## config.mk

```make
export PLATFORM = sky130hd
export DESIGN_NAME = key_conditioner
export DESIGN_NICKNAME = d
export VERILOG_FILES = /design/src/rtl/key_conditioner.sv
export SDC_FILE = /design/constraint.sdc
export NUM_CORES = 1
export LEC_CHECK = 0
export CAP_MARGIN = 20
export CELL_PAD_IN_SITES_DETAIL_PLACEMENT = 1
export CELL_PAD_IN_SITES_GLOBAL_PLACEMENT = 2
export CORE_MARGIN = 4
export CORE_UTILIZATION = 25
export CTS_CLUSTER_DIAMETER = 30
export DETAILED_ROUTE_END_ITERATION = 7
export GPL_TIMING_DRIVEN = 0
export HOLD_SLACK_MARGIN = 0.1
export PLACE_DENSITY = 0.62
export SETUP_SLACK_MARGIN = 0.5
export SLEW_MARGIN = 10
export SYNTH_ARGS = -nofsm -noshare
export SYNTH_HDL_FRONTEND = slang
export SYNTH_SLANG_ARGS = --single-unit
```

## constraint.sdc

```tcl
create_clock -name clk -period 1.61 [get_ports clk]
set_input_delay 0.161 -clock clk [delete_from_list [all_inputs] [get_ports clk]]
set_output_delay 0.161 -clock clk [all_outputs]
set_load 0.03 [all_outputs]
```

## src/rtl/key_conditioner.sv

```systemverilog
// Multi-channel push-button conditioner: per-channel synchroniser, stability-count
// debouncer and registered one-cycle press/release pulses.
module key_conditioner #(
  parameter int unsigned CHANNELS        = 2,
  parameter int unsigned SYNC_STAGES     = 2,
  parameter int unsigned DEBOUNCE_CYCLES = 4
) (
  input  logic                clk,
  input  logic                reset,
  input  logic [CHANNELS-1:0] in,
  output logic [CHANNELS-1:0] level,
  output logic [CHANNELS-1:0] rise,
  output logic [CHANNELS-1:0] fall,
  output logic                any_rise
);

  localparam int unsigned   CntW    = $clog2(DEBOUNCE_CYCLES + 1);
  localparam logic [CntW-1:0] CntLast = CntW'(DEBOUNCE_CYCLES - 1);

  logic [CHANNELS-1:0][SYNC_STAGES-1:0] sync_q, sync_d;
  logic [CHANNELS-1:0][CntW-1:0]        cnt_q, cnt_d;
  logic [CHANNELS-1:0]                  level_q, level_d;
  logic [CHANNELS-1:0]                  rise_q, rise_d;
  logic [CHANNELS-1:0]                  fall_q, fall_d;

  always_comb begin
    sync_d  = sync_q;
    cnt_d   = cnt_q;
    level_d = level_q;
    for (int unsigned c = 0; c < CHANNELS; c++) begin
      sync_d[c] = {sync_q[c][SYNC_STAGES-2:0], in[c]};
      // Any return to the accepted level restarts qualification from zero.
      if (sync_q[c][SYNC_STAGES-1] == level_q[c]) begin
        cnt_d[c] = '0;
      end else if (cnt_q[c] == CntLast) begin
        level_d[c] = sync_q[c][SYNC_STAGES-1];
        cnt_d[c]   = '0;
      end else begin
        cnt_d[c] = cnt_q[c] + CntW'(1);
      end
    end
    rise_d = level_d & ~level_q;
    fall_d = ~level_d & level_q;
  end

  always_ff @(posedge clk or negedge reset) begin
    if (!reset) begin
      sync_q  <= '0;
      cnt_q   <= '0;
      level_q <= '0;
      rise_q  <= '0;
      fall_q  <= '0;
    end else begin
      sync_q  <= sync_d;
      cnt_q   <= cnt_d;
      level_q <= level_d;
      rise_q  <= rise_d;
      fall_q  <= fall_d;
    end
  end

  assign level    = level_q;
  assign rise     = rise_q;
  assign fall     = fall_q;
  assign any_rise = |rise_q;

endmodule
```

==> reports/qor.yml, run 1 <==
critical_path:
  crit_path_top_delay_cell: "dfrtp_1"
  rr_worst_depth: 3
  crit_chain: "or2_4 -> buf_6"
  path_class: "flop to output pin"
  worstPathMaxFanout: 2
  path_delay_family: "flip-flops"
  critPathLaunchType: "flop"
  worstPathRequired_ns: 1.45
  worstPathArrival_ns: 1.05
  r2r-end: "level[0]"
  r2r-start: "cnt_q[0]"
  max_stage_delay_ns: 0.38
  cp_num_buf_inv: 1
  rrSetupSlack_ns: 0.52
  cp-end-kind: "output pin"
timing:
  rsz0062_at_grt: "true"
  finalSetupTns_ns: 0
  layout_min_cycle_time_ns: 1.21
  fmax_mhz: 827
  slew_headroom_pct: 51.8
  finalHoldViolCount: 0
  worst_pin_slew_ns: 0.721
  period_share_pct: 75.1
  final_max_slew_viol_count: 0
  finalSetupViolCount: 0
  clock_skew_ns: 0.000978
layout:
  nets: 62
  drive_gt1_share_pct: 41.8
  layout_common_cells: "dfrtp_1 (16), nor3b_1 (8), buf_4 (6), clkbuf_4 (4)"
  fin_area_um2: 812
  fillers: 257
  synthToLayoutAreaGrowth_pct: 40.8
  layout.cells.most_common: "dfrtp_1"
  antenna_cells: 0
detailed_routing:
  drc: 0
  routed_wl_um: 976
  first_iter_violations: 0
  routedWlPerCell_um: 11.8
  vias: 346
  first_pass_iters: 1
  ant_nets: 0
  via_per_inst: 4.17
global_routing:
  antenna_found_initial: 0
  grt_max_degree: 17
  grt_overflow: 0
  grt-busiest-layer: "met2"
  use_met1_pct: 7.46
  grt_usage_pct: 6.98
  grt_util_met2_pct: 10.7
  met3_usage_pct: 5.34
  grt_pass1_vias: 376
  grt_pass1_wl_mm: 1.66
clocking:
  cts_tree: "built"
  clockBufferDepth: 2
  htree_levels: 1
  clkLatencyLatePin_ns: 0.28
  cts_buffers: 3
  clock_sinks: 16
  path_clk_slew_ns: 0.09
  postCtsHoldBufs: 0
  clockRootBuffer: "clkbuf_4"
logic_synthesis:
  synth-seq-area-share_pct: 69.4
  synth.distinct_cells: 9
  synthesis.yosys.warnings: 0
  syn_area_per_cell_um2: 16.5
  synthCells: 35
  synth-seq-cells: 16
  syn-num-nets: 41
  synth_area_um2: 577
min_path:
  hold_path.class: "input port to async pin"
die:
  coreArea_um2: 2210
  initial_core_util_pct: 26.1
  rows: 17
  die_w_um: 56.0
  pin_count: 11
  die_h_um: 56.0
  dieArea_um2: 3140
power_and_ir_drop:
  ir_worst_vdd_mv: 0.832
  p_leak_nw: 0.380
  p_per_area_nw_per_um2: 1540
placed_design:
  gp_congestion: 0.609
  place_hpwl_um: 627
  placed_area_um2: 714
  port_buffers: 10
run:
  maxCapViolCount: 0
status:
  status: "completed"
-- worst max path at each step --
stage                     startpoint  endpoint  slack [ns]  cells after the start
after floorplan             cnt_q[0]  level[0]        0.50                      3
after global placement       rise[1]  any_rise        0.21                      2
after detailed placement     rise[1]  any_rise        0.21                      2
after CTS                    rise[1]  any_rise        0.38                      2
after global routing         rise[1]  any_rise        0.35                      2
final                        rise[1]  any_rise        0.40                      2
-- timing repair --
item	CTS	global route
buffers inserted	3	3
resized for setup	34	9
setup endpoints to repair	9	7
pin swaps	2	2
-- sequential cells by signal, indices dropped and copies added, names as in the netlist --
name	count
cnt_q	6
sync_q	2
sync_d	2
fall	2
level	2
rise	2
-- cell type report --
| class | count | area [um2] | area share (%) |
|---|---|---|---|
| repair buffers | 16 | 129 | 15.9 |
| flip-flops and latches | 16 | 400 | 49.3 |
| well taps | 28 | 35.0 | 4.31 |
| multi-input cells | 19 | 211 | 26.0 |
| clock buffers | 4 | 36.3 | 4.47 |
-- worst reg2reg max path, delay by kind of cell, from the launching register on --
| kind | cells | cell delay (ns) |
|---|---|---|
| multiplexers | 1 | 0.30 |
| adder cells (fa/ha/maj) | 1 | 0.18 |
| flip-flops | 1 | 0.42 |
| AND/OR/NAND/NOR | 1 | 0.08 |
-- report_power, final --
| group | total (mW) | switching, mW | internal [mW] | leakage, nW |
|---|---|---|---|---|
| Clock | 0.263 | 0.125 | 0.138 | 0.0210 |
| Sequential | 0.551 | 0.0731 | 0.478 | 0.206 |
| Combinational | 0.435 | 0.188 | 0.247 | 0.153 |
| Total | 1.25 | 0.386 | 0.863 | 0.380 |
-- per-layer routing --
metal / vias to the layer above / routed length [um]
li1: 161 / -
met5: - / 0
met1: 173 / 415
met4: 0 / 0
met2: 12 / 463
met3: 0 / 97
-- cells in the mapped netlist --
| master | number | area, um2 |
|---|---|---|
| mux2_1 | 1 | 11.3 |
| nor3b_1 | 8 | 60.1 |
| ha_1 | 2 | 25.0 |
| and3b_1 | 2 | 17.5 |
| xnor2_1 | 2 | 17.5 |
| dfrtp_1 | 16 | 400 |
| mux2_2 | 1 | 11.3 |
| or2_2 | 1 | 6.26 |
| nand2b_4 | 2 | 27.5 |
-- logic make-up after synthesis --
| logic type | after synthesis | synth area share, % |
|---|---|---|
| fa+ha+maj | 2 | 4.34 |
| xor+xnor | 2 | 3.04 |
| flops | 16 | 69.4 |
| mux | 2 | 3.90 |
| simple gates | 13 | 19.3 |
-- stage by stage --
stage	cells	util (%)	setup slack [ns]	power, mW	hold slack [ns]
after CTS	80	34.8	0.382	1.17	0.294
after detailed placement	73	32.3	0.208	0.880	0.336
after global routing	83	36.7	0.348	1.35	0.299
after global placement	73	32.3	0.212	0.873	0.333
final	83	36.7	0.401	1.25	0.300
after floorplan	35	-	0.504	0.755	-0.135
No activity file was read; power rests on OpenSTA's default activity.
==> inputs of run 2 (changes only) <==
--- a/config.mk
+++ b/config.mk
@@ -14,7 +14,7 @@
 export DETAILED_ROUTE_END_ITERATION = 7
 export GPL_TIMING_DRIVEN = 0
 export HOLD_SLACK_MARGIN = 0.1
-export PLACE_DENSITY = 0.62
+export PLACE_DENSITY = 0.65
 export SETUP_SLACK_MARGIN = 0.5
 export SLEW_MARGIN = 10
 export SYNTH_ARGS = -nofsm -noshare
==> constraint.sdc (replaced) <==
create_clock -name clk -period 1.1 [get_ports clk]
set_input_delay 0.11 -clock clk [delete_from_list [all_inputs] [get_ports clk]]
set_output_delay 0.11 -clock clk [all_outputs]
set_load 0.03 [all_outputs]
==> reports/qor.yml, run 2 (synthesis gave the netlist of run 1 again) <==
timing:
  slew_headroom_pct: 54.2  # +2.4 points
  fmax_mhz: 852
  period_share_pct: 107
  clock_skew_ns: 0.00508  # +0.00410 ns
  rsz0062_at_grt: "true"
  finalHoldViolCount: 16  # +16
  finalSetupViolCount: 3  # +3
  layout_min_cycle_time_ns: 1.17
  worst_pin_slew_ns: 0.687  # -0.0340 ns
  worst_slack_ns: -0.0731  # -0.474 ns
  final_max_slew_viol_count: 0  # unchanged
  whs_ns: -0.0635  # -0.363 ns
power_and_ir_drop:
  ir_worst_vdd_mv: 0.959  # +15%
  p_per_area_nw_per_um2: 2130  # +38%
  p_leak_nw: 0.457  # +20%
critical_path:
  rrSetupSlack_ns: 0  # -0.52 ns
  crit_path_top_delay_cell: "dfrtp_2"
  worstPathArrival_ns: 1.06  # about the same
  path_delay_family: "flip-flops"
  worstPathMaxFanout: 2  # unchanged
  critPathLaunchType: "flop"
  rr_worst_depth: 3  # unchanged
  cp_num_buf_inv: 1  # unchanged
  max_stage_delay_ns: 0.42  # +0.04 ns
  path_class: "flop to output pin"
  crit_chain: "or2_4 -> buf_6"
  cp-end-kind: "output pin"
  worstPathRequired_ns: 0.99  # -0.46 ns
  r2r-end: "level[0]"
  r2r-start: "cnt_q[0]"
run:
  maxCapViolCount: 0  # unchanged
die:
  rows: 17  # unchanged
  pin_count: 11  # unchanged
  initial_core_util_pct: 26.1  # unchanged
  coreArea_um2: 2210  # unchanged
  dieArea_um2: 3140  # unchanged
  die_w_um: 56.0  # unchanged
  die_h_um: 56.0  # unchanged
clocking:
  path_clk_slew_ns: 0.09  # about the same
  htree_levels: 1  # unchanged
  clock_sinks: 16  # unchanged
  clockBufferDepth: 2  # unchanged
  clockRootBuffer: "clkbuf_4"
  clkLatencyLatePin_ns: 0.28  # about the same
  cts_buffers: 3  # unchanged
  cts_tree: "built"
detailed_routing:
  ant_nets: 0  # unchanged
  first_iter_violations: 0  # unchanged
  vias: 373  # +7.8%
  routedWlPerCell_um: 12.1  # +2.7%
  drc: 0  # unchanged
  routed_wl_mm: 1.11  # +14%
  first_pass_iters: 1  # unchanged
  via_per_inst: 4.05  # -2.7%
placed_design:
  port_buffers: 10  # unchanged
  placed_area_um2: 744  # +4.2%
  dp_slack_ns: -0.216  # -0.424 ns
  place_hpwl_um: 632  # +0.70%
  gp_congestion: 0.651  # +6.9%
layout:
  drive_gt1_share_pct: 76.6  # +35 points
  synthToLayoutAreaGrowth_pct: 77.2
  multi_input_area_um2: 295  # +40%
  largest_reg_flops: 6  # unchanged
  fillers: 229  # -11%
  seq_area_um2: 408  # +1.9%
  nets: 71  # +15%
  largest_register: "cnt_q"
  layout.cells.most_common: "buf_6"
  fin_area_um2: 1020  # +26%
  layout_common_cells: "buf_6 (14), dfrtp_1 (10), buf_4 (8), nor3b_2 (7), dfrtp_2 (6)"
  antenna_cells: 0  # unchanged
global_routing:
  grt_overflow: 0  # unchanged
  grt_usage_pct: 8.26  # +1.3 points
  grt_pass1_vias: 417  # +11%
  grt_max_degree: 17  # unchanged
  grt_pass1_wl_mm: 1.95  # +17%
  antenna_found_initial: 0  # unchanged
status:
  status: "complete, but fails checks"
  violations: "hold timing, setup timing"
min_path:
  hold_path.class: "input port to async pin"
## run 2: worst max path at each step
stage	from	end	cells past startpoint
after floorplan	cnt_q[0]	level[0]	3
after global placement	rise[1]	any_rise	2
after detailed placement	rise[1]	any_rise	2
after CTS	rise[1]	any_rise	2
after global routing	rise[0]	any_rise	2
final	rise[0]	any_rise	2
## run 2: stage by stage
| stage | TNS [ns] | utilization, % | total power [mW] | instances |
|---|---|---|---|---|
| after floorplan | 0 | - | 1.18 | 35 |
| after global placement | -0.561 | 33.7 | 1.35 | 73 |
| after detailed placement | -0.555 | 33.7 | 1.36 | 73 |
| after CTS | -0.159 | 43.2 | 2.02 | 88 |
| after global routing | -0.293 | 46.2 | 2.31 | 92 |
| final | -0.122 | 46.2 | 2.17 | 92 |
## run 2: area by class of cell
type / count / area share (%)
multi-input cells: 19 / 28.9
clock buffers: 4 / 3.55
flip-flops and latches: 16 / 39.9
repair buffers: 25 / 24.2
well taps: 28 / 3.43
## run 2: report_power, final
part           internal [mW]  total (mW)  leakage, nW  switching [mW]
clock                  0.201       0.382       0.0210           0.180
sequential             0.709       0.869        0.198           0.159
combinational          0.579       0.924        0.237           0.345
## run 2: repair_timing
item                                   in CTS  in global routing
pin swaps                                   5                  4
gates resized for setup                    68                  7
endpoints found under the hold margin      16                 16
setup endpoints to repair                  35                 23
buffers inserted                           11                  4
## run 2: routing by layer
layer	wire (um)	share of wire (%)	vias to the layer above	global-route usage [%]
met2	594	53	8	13.5
li1	-	-	178	-
met5	0	0	-	0
met3	51	4.6	0	2.78
met1	465	42	187	9.13
met4	0	0	0	5.08
==> inputs of run 3 (changes only) <==
--- a/config.mk
+++ b/config.mk
@@ -14,7 +14,7 @@
 export DETAILED_ROUTE_END_ITERATION = 7
 export GPL_TIMING_DRIVEN = 0
 export HOLD_SLACK_MARGIN = 0.1
-export PLACE_DENSITY = 0.65
+export PLACE_DENSITY = 0.62
 export SETUP_SLACK_MARGIN = 0.5
 export SLEW_MARGIN = 10
 export SYNTH_ARGS = -nofsm -noshare
==> constraint.sdc (replaced) <==
create_clock -name clk -period 1.4 [get_ports clk]
set_input_delay 0.14 -clock clk [delete_from_list [all_inputs] [get_ports clk]]
set_output_delay 0.14 -clock clk [all_outputs]
set_load 0.03 [all_outputs]
==> reports/qor.yml, run 3 (synthesis gave the netlist of run 1 again) <==
layout:
  nets: 69  # -2.8%
  layout.cells.most_common: "buf_6"
  drive_gt1_share_pct: 73.8  # -2.8 points
  seq_area_um2: 407  # -0.31%
  antenna_cells: 0  # unchanged
  largest_register: "cnt_q"
  synthToLayoutAreaGrowth_pct: 71.4
  layout_common_cells: "buf_6 (13), dfrtp_1 (11), nor3b_2 (7), buf_4 (7), dfrtp_2 (5)"
  largest_reg_flops: 6  # unchanged
  multi_input_area_um2: 295  # unchanged
  fillers: 227  # -0.87%
critical_path:
  max_stage_delay_ns: 0.41  # about the same
  critPathLaunchType: "flop"
  path_class: "flop to output pin"
  worstPathArrival_ns: 1.07  # about the same
  crit_path_top_delay_cell: "dfrtp_2"
  crit_chain: "or2_4 -> buf_6"
  worstPathMaxFanout: 2  # unchanged
  worstPathRequired_ns: 1.26  # +0.27 ns
  cp-end-kind: "output pin"
timing:
  worst_pin_slew_ns: 0.679  # -0.00770 ns
  whs_ns: 0.259  # +0.323 ns
  final_max_slew_viol_count: 0  # unchanged
  fmax_mhz: 828
  clock_skew_ns: 0.000435  # -0.00464 ns
  slew_headroom_pct: 54.6  # +0.37 points
  layout_min_cycle_time_ns: 1.21
  finalSetupViolCount: 0  # -3
  finalHoldViolCount: 0  # -16
  period_share_pct: 86.3
  rsz0062_at_grt: "true"
  finalSetupTns_ns: 0  # +0.122 ns
power_and_ir_drop:
  p_int_mw: 1.15  # -23%
  p_per_area_nw_per_um2: 1710  # -20%
  p_leak_nw: 0.441  # -3.3%
  p_seq_share_pct: 37.7  # -2.3 points
  clkPwrFrac_pct: 14.1  # -3.5 points
  p_sw_mw: 0.541  # -21%
  ir_worst_vdd_mv: 0.611  # -36%
  switching_share_pct: 32.1  # +0.56 points
  comb_power_share_pct: 48.2  # +5.7 points
detailed_routing:
  ant_nets: 0  # unchanged
  first_iter_violations: 2  # +2
  routed_wl_mm: 1.05  # -5.5%
  via_per_inst: 4.19  # +3.4%
  first_pass_iters: 2  # +1
  routedWlPerCell_um: 11.8  # -2.3%
  drc: 0  # unchanged
  vias: 373  # unchanged
die:
  dieArea_um2: 3140  # unchanged
  die_h_um: 56.0  # unchanged
  pin_count: 11  # unchanged
  initial_core_util_pct: 26.1  # unchanged
  die_w_um: 56.0  # unchanged
  coreArea_um2: 2210  # unchanged
  rows: 17  # unchanged
global_routing:
  antenna_found_initial: 0  # unchanged
  grt_max_degree: 17  # unchanged
  grt_overflow: 0  # unchanged
  grt_usage_pct: 7.87  # -0.39 points
  grt_pass1_vias: 397  # -4.8%
  grt_pass1_wl_mm: 1.84  # -5.7%
clocking:
  path_clk_slew_ns: 0.09  # about the same
  htree_levels: 1  # unchanged
  clockBufferDepth: 2  # unchanged
  postCtsHoldBufs: 0
  clock_sinks: 16  # unchanged
  cts_tree: "built"
  cts_buffers: 3  # unchanged
  clockRootBuffer: "clkbuf_4"
  clkLatencyLatePin_ns: 0.29  # about the same
min_path:
  hold_path.class: "input port to async pin"
placed_design:
  place_hpwl_um: 601  # -4.9%
  gp_congestion: 0.702  # +7.8%
  port_buffers: 10  # unchanged
run:
  maxCapViolCount: 0  # unchanged
status:
  status: "completed"
-- run 3: changes by cell type in the layout (fill, tap and decap cells not counted), sizes merged --
| cell | previous run | this run |
|---|---|---|
| buf | 22 | 20 |
| clkbuf | 4 | 3 |
| clkdlybuf4s15 | 1 | 0 |
| clkdlybuf4s50 | 2 | 3 |
-- run 3: critical path, delay by kind of cell (launching register included) --
family,cells,cell delay [ns]
flops,1,0.41
simple gates,1,0.25
buf+inv,1,0.14
-- run 3: final cells by class --
type                    count  share of cell area [%]
flip-flops and latches     16                    41.1
multi-input cells          19                    29.9
repair buffers             23                    23.2
well taps                  28                    3.54
clock buffers               3                    2.28
-- run 3: power groups by stage --
stage	clock, mW	combinational, mW	sequential, mW
global route	0.281	0.877	0.650
CTS	0.260	0.744	0.637
detailed placement	0	0.428	0.642
finish	0.238	0.814	0.637
global placement	0	0.423	0.641
floorplan	0	0.228	0.699
-- run 3: repair_timing --
action,in CTS,in global routing
setup endpoints to repair,19,19
gates cloned,0,0
buffers inserted,9,4
gates resized for setup,62,9
pin swaps,5,4
-- run 3: worst paths after layout --
check | startpoint | endpoint | slack [ns] | depth (start not counted)
max | rise[1] | any_rise | 0.19 | 2
min | reset | sync_d[1] | 0.26 | 1
max reg2reg | cnt_q[0] | level[0] | 0.31 | 3
min reg2reg | sync_d[3] | sync_q[3] | 0.35 | 0
max in group asynchronous | reset | level[1] | 0.66 | 1
min in group clk | in[0] | sync_d[1] | 0.28 | 1
-- run 3: layer usage --
layer / wire length, um / up-vias / global-route usage [%]
li1: - / 171 / -
met1: 478 / 187 / 9.67
met2: 481 / 12 / 11.0
met3: 54 / 3 / 2.09
met4: 36 / 0 / 7.12
met5: 0 / - / 0
-- run 3: stage by stage --
step / instances / setup WS (ns) / total power [mW] / cell area (um2) / util (%)
3_5_place_dp: 73 / 0.0547 / 1.07 / 744 / 33.7
3_3_place_gp: 73 / 0.0627 / 1.06 / 744 / 33.7
2_1_floorplan: 35 / 0.363 / 0.927 / 609 / -
5_1_grt: 89 / 0.148 / 1.81 / 988 / 44.7
6_report: 89 / 0.192 / 1.69 / 988 / 44.7
4_1_cts: 85 / 0.164 / 1.64 / 945 / 42.7
==> RTL change: new RTL, config.mk and constraints of run 2 <==
`DEBOUNCE_CYCLES`: 4 -> 8.
--- a/src/rtl/key_conditioner.sv
+++ b/src/rtl/key_conditioner.sv
@@ -4,5 +4,5 @@
   parameter int unsigned CHANNELS        = 2,
   parameter int unsigned SYNC_STAGES     = 2,
-  parameter int unsigned DEBOUNCE_CYCLES = 4
+  parameter int unsigned DEBOUNCE_CYCLES = 8
 ) (
   input  logic                clk,
Function: changed (a bounded check fails within 10 cycles, from zero or initial values and one cycle with reset low).
==> RTL change against run 2 <==
The run still ends with negative hold slack, negative setup slack left; worst hold slack got worse by 0.19 ns; non-clock buffer count decreased by 2; fmax decreased by 1.2%; utilization decreased by 2.0 points; sequential share of layout area increased by 0.23 points; design area increased by 11%; area after synthesis increased by 22%; via count increased by 29%; routed wire length increased by 38%; total power increased by 4.2%; die area increased by 19%; sequential cell count increased by 2; setup slack got worse by 0.015 ns; critical path type unchanged.
==> RTL change: results (changes against run 2) <==
- Register-to-Register Setup Slack: -0.04 ns (was 0 ns)
- Worst Skew: 0.006045 ns (was 0.005076 ns)
- Multi-In Gates: 27 (was 19)
- Dpl cell area: 894.6 um^2 (was 744.5 um^2)
- Max reg flops: 8 (was 6)
- Final setup viols: 4 (was 3)
- Final setup margin: -0.08773 ns (was -0.07306 ns)
- Routed via count: 480 (was 373)
- Largest net degree at the start of global routing: 19 (was 17)
- Fin nets: 81 (was 71)
- Final hold vios: 18 (was 16)
- Area growth syn-to-layout: 61.39% (was 77.22%)
- NetSw: 0.7469 mW (was 0.6846 mW)
- Setup TNS: -0.2096 ns (was -0.1218 ns)
- Number of global-route vias before repair: 568 (was 417)
- Worst path arrival time: 1.08 ns (was 1.06 ns)
- Signal buffers: 23 (was 25)
- Register area share after synthesis: 64.06% (was 69.41%)
- Synth Register Bits: 18 (was 16)
- Clk cell area share: 3.197% (was 3.550%)
- FF-to-FF End: level[1]$_DFF_PN0_ (was level[0]$_DFF_PN0_)
- Gates resized, CTS repair: 66 (was 68)
- Total power: 2.266 mW (was 2.174 mW)
- Fraction of cell area in non-clock buffers: 19.07% (was 24.24%)
- Failing checks: negative hold slack, negative setup slack (unchanged)
- Post-DP HPWL: 856.8 um (was 631.6 um)
- Routability cong.: 0.7212 (was 0.6508)
- Initial DRC count: 4 (was 0)
- Global-route usage over all layers: 10.25% (was 8.261%)
- Syn nets: 53 (was 41)
- Clk pwr: 0.395 mW (was 0.382 mW)
- Global-route wire length before repair: 2691 um (was 1945 um)
- Synthesized area: 703.2 um^2 (was 576.8 um^2)
- Fillers: 267 (was 229)
- R2r startpoint: cnt_q[4]$_DFF_PN0_ (was cnt_q[0]$_DFF_PN0_)
- Status: complete, but fails checks (unchanged)
- Placed Cells incl. Taps: 87 (was 73)
- Post-Synthesis Cells: 47 (was 35)
- Synth top area cells: dfrtp_1 (64%), nor3b_1 (5.3%), xnor2_1 (5.0%) (was dfrtp_1 (69%), nor3b_1 (10%), nand2b_4 (4.8%))
- Commonest cells post-synth: dfrtp_1 (18), nor3b_1 (5), xnor2_1 (4) (was dfrtp_1 (16), nor3b_1 (8))
- Max VDD drop: 995.1 uV (was 959.0 uV)
- Max-slew headroom at the worst pin: 69.94% (was 54.23%)
- Total wire length: 1530 um (was 1111 um)
- Min Hold Slack: -0.2532 ns (was -0.06350 ns)
- Via density: 4.615 (was 4.054)
- Fraction of area in multi-input gates: 33.63% (was 28.89%)
- Combinational share of power: 39.7% (was 42.5%)
- Router iterations before antenna repair: 2 (was 1)
-- RTL change: logic make-up after synthesis --
kind of cell	Yosys count	share of synthesized area, %
flip-flops	18	64.06
AND/OR/NAND/NOR	16	18.69
XOR/XNOR	4	4.982
multiplexers	2	4.271
buffers and inverters	2	1.068
adder cells (fa/ha/maj)	2	3.558
AO/OA/AOI/OAI	3	3.380
-- RTL change: how the worst max path moves through the flow --
stage	slack [ns]	endpoint	cells past startpoint
after detailed placement	-0.22	any_rise	2
after CTS	-0.10	any_rise	2
after global routing	-0.13	any_rise	2
after floorplan	0.02	level[1]$_DFF_PN0_	3
after global placement	-0.22	any_rise	2
final	-0.09	any_rise	2
-- RTL change: metal layers --
layer,vias to the layer above,routed length (um),GRT usage (%)
li1,226,-,-
met4,0,14,4.644
met5,-,0,0
met2,9,846,17.52
met3,2,45,2.725
met1,243,623,11.97
-- RTL change: worst max-delay path, stage by stage, from the launching register on --
cell	delay, ns
dfrtp_2	0.41
or2_4	0.25
buf_6	0.14
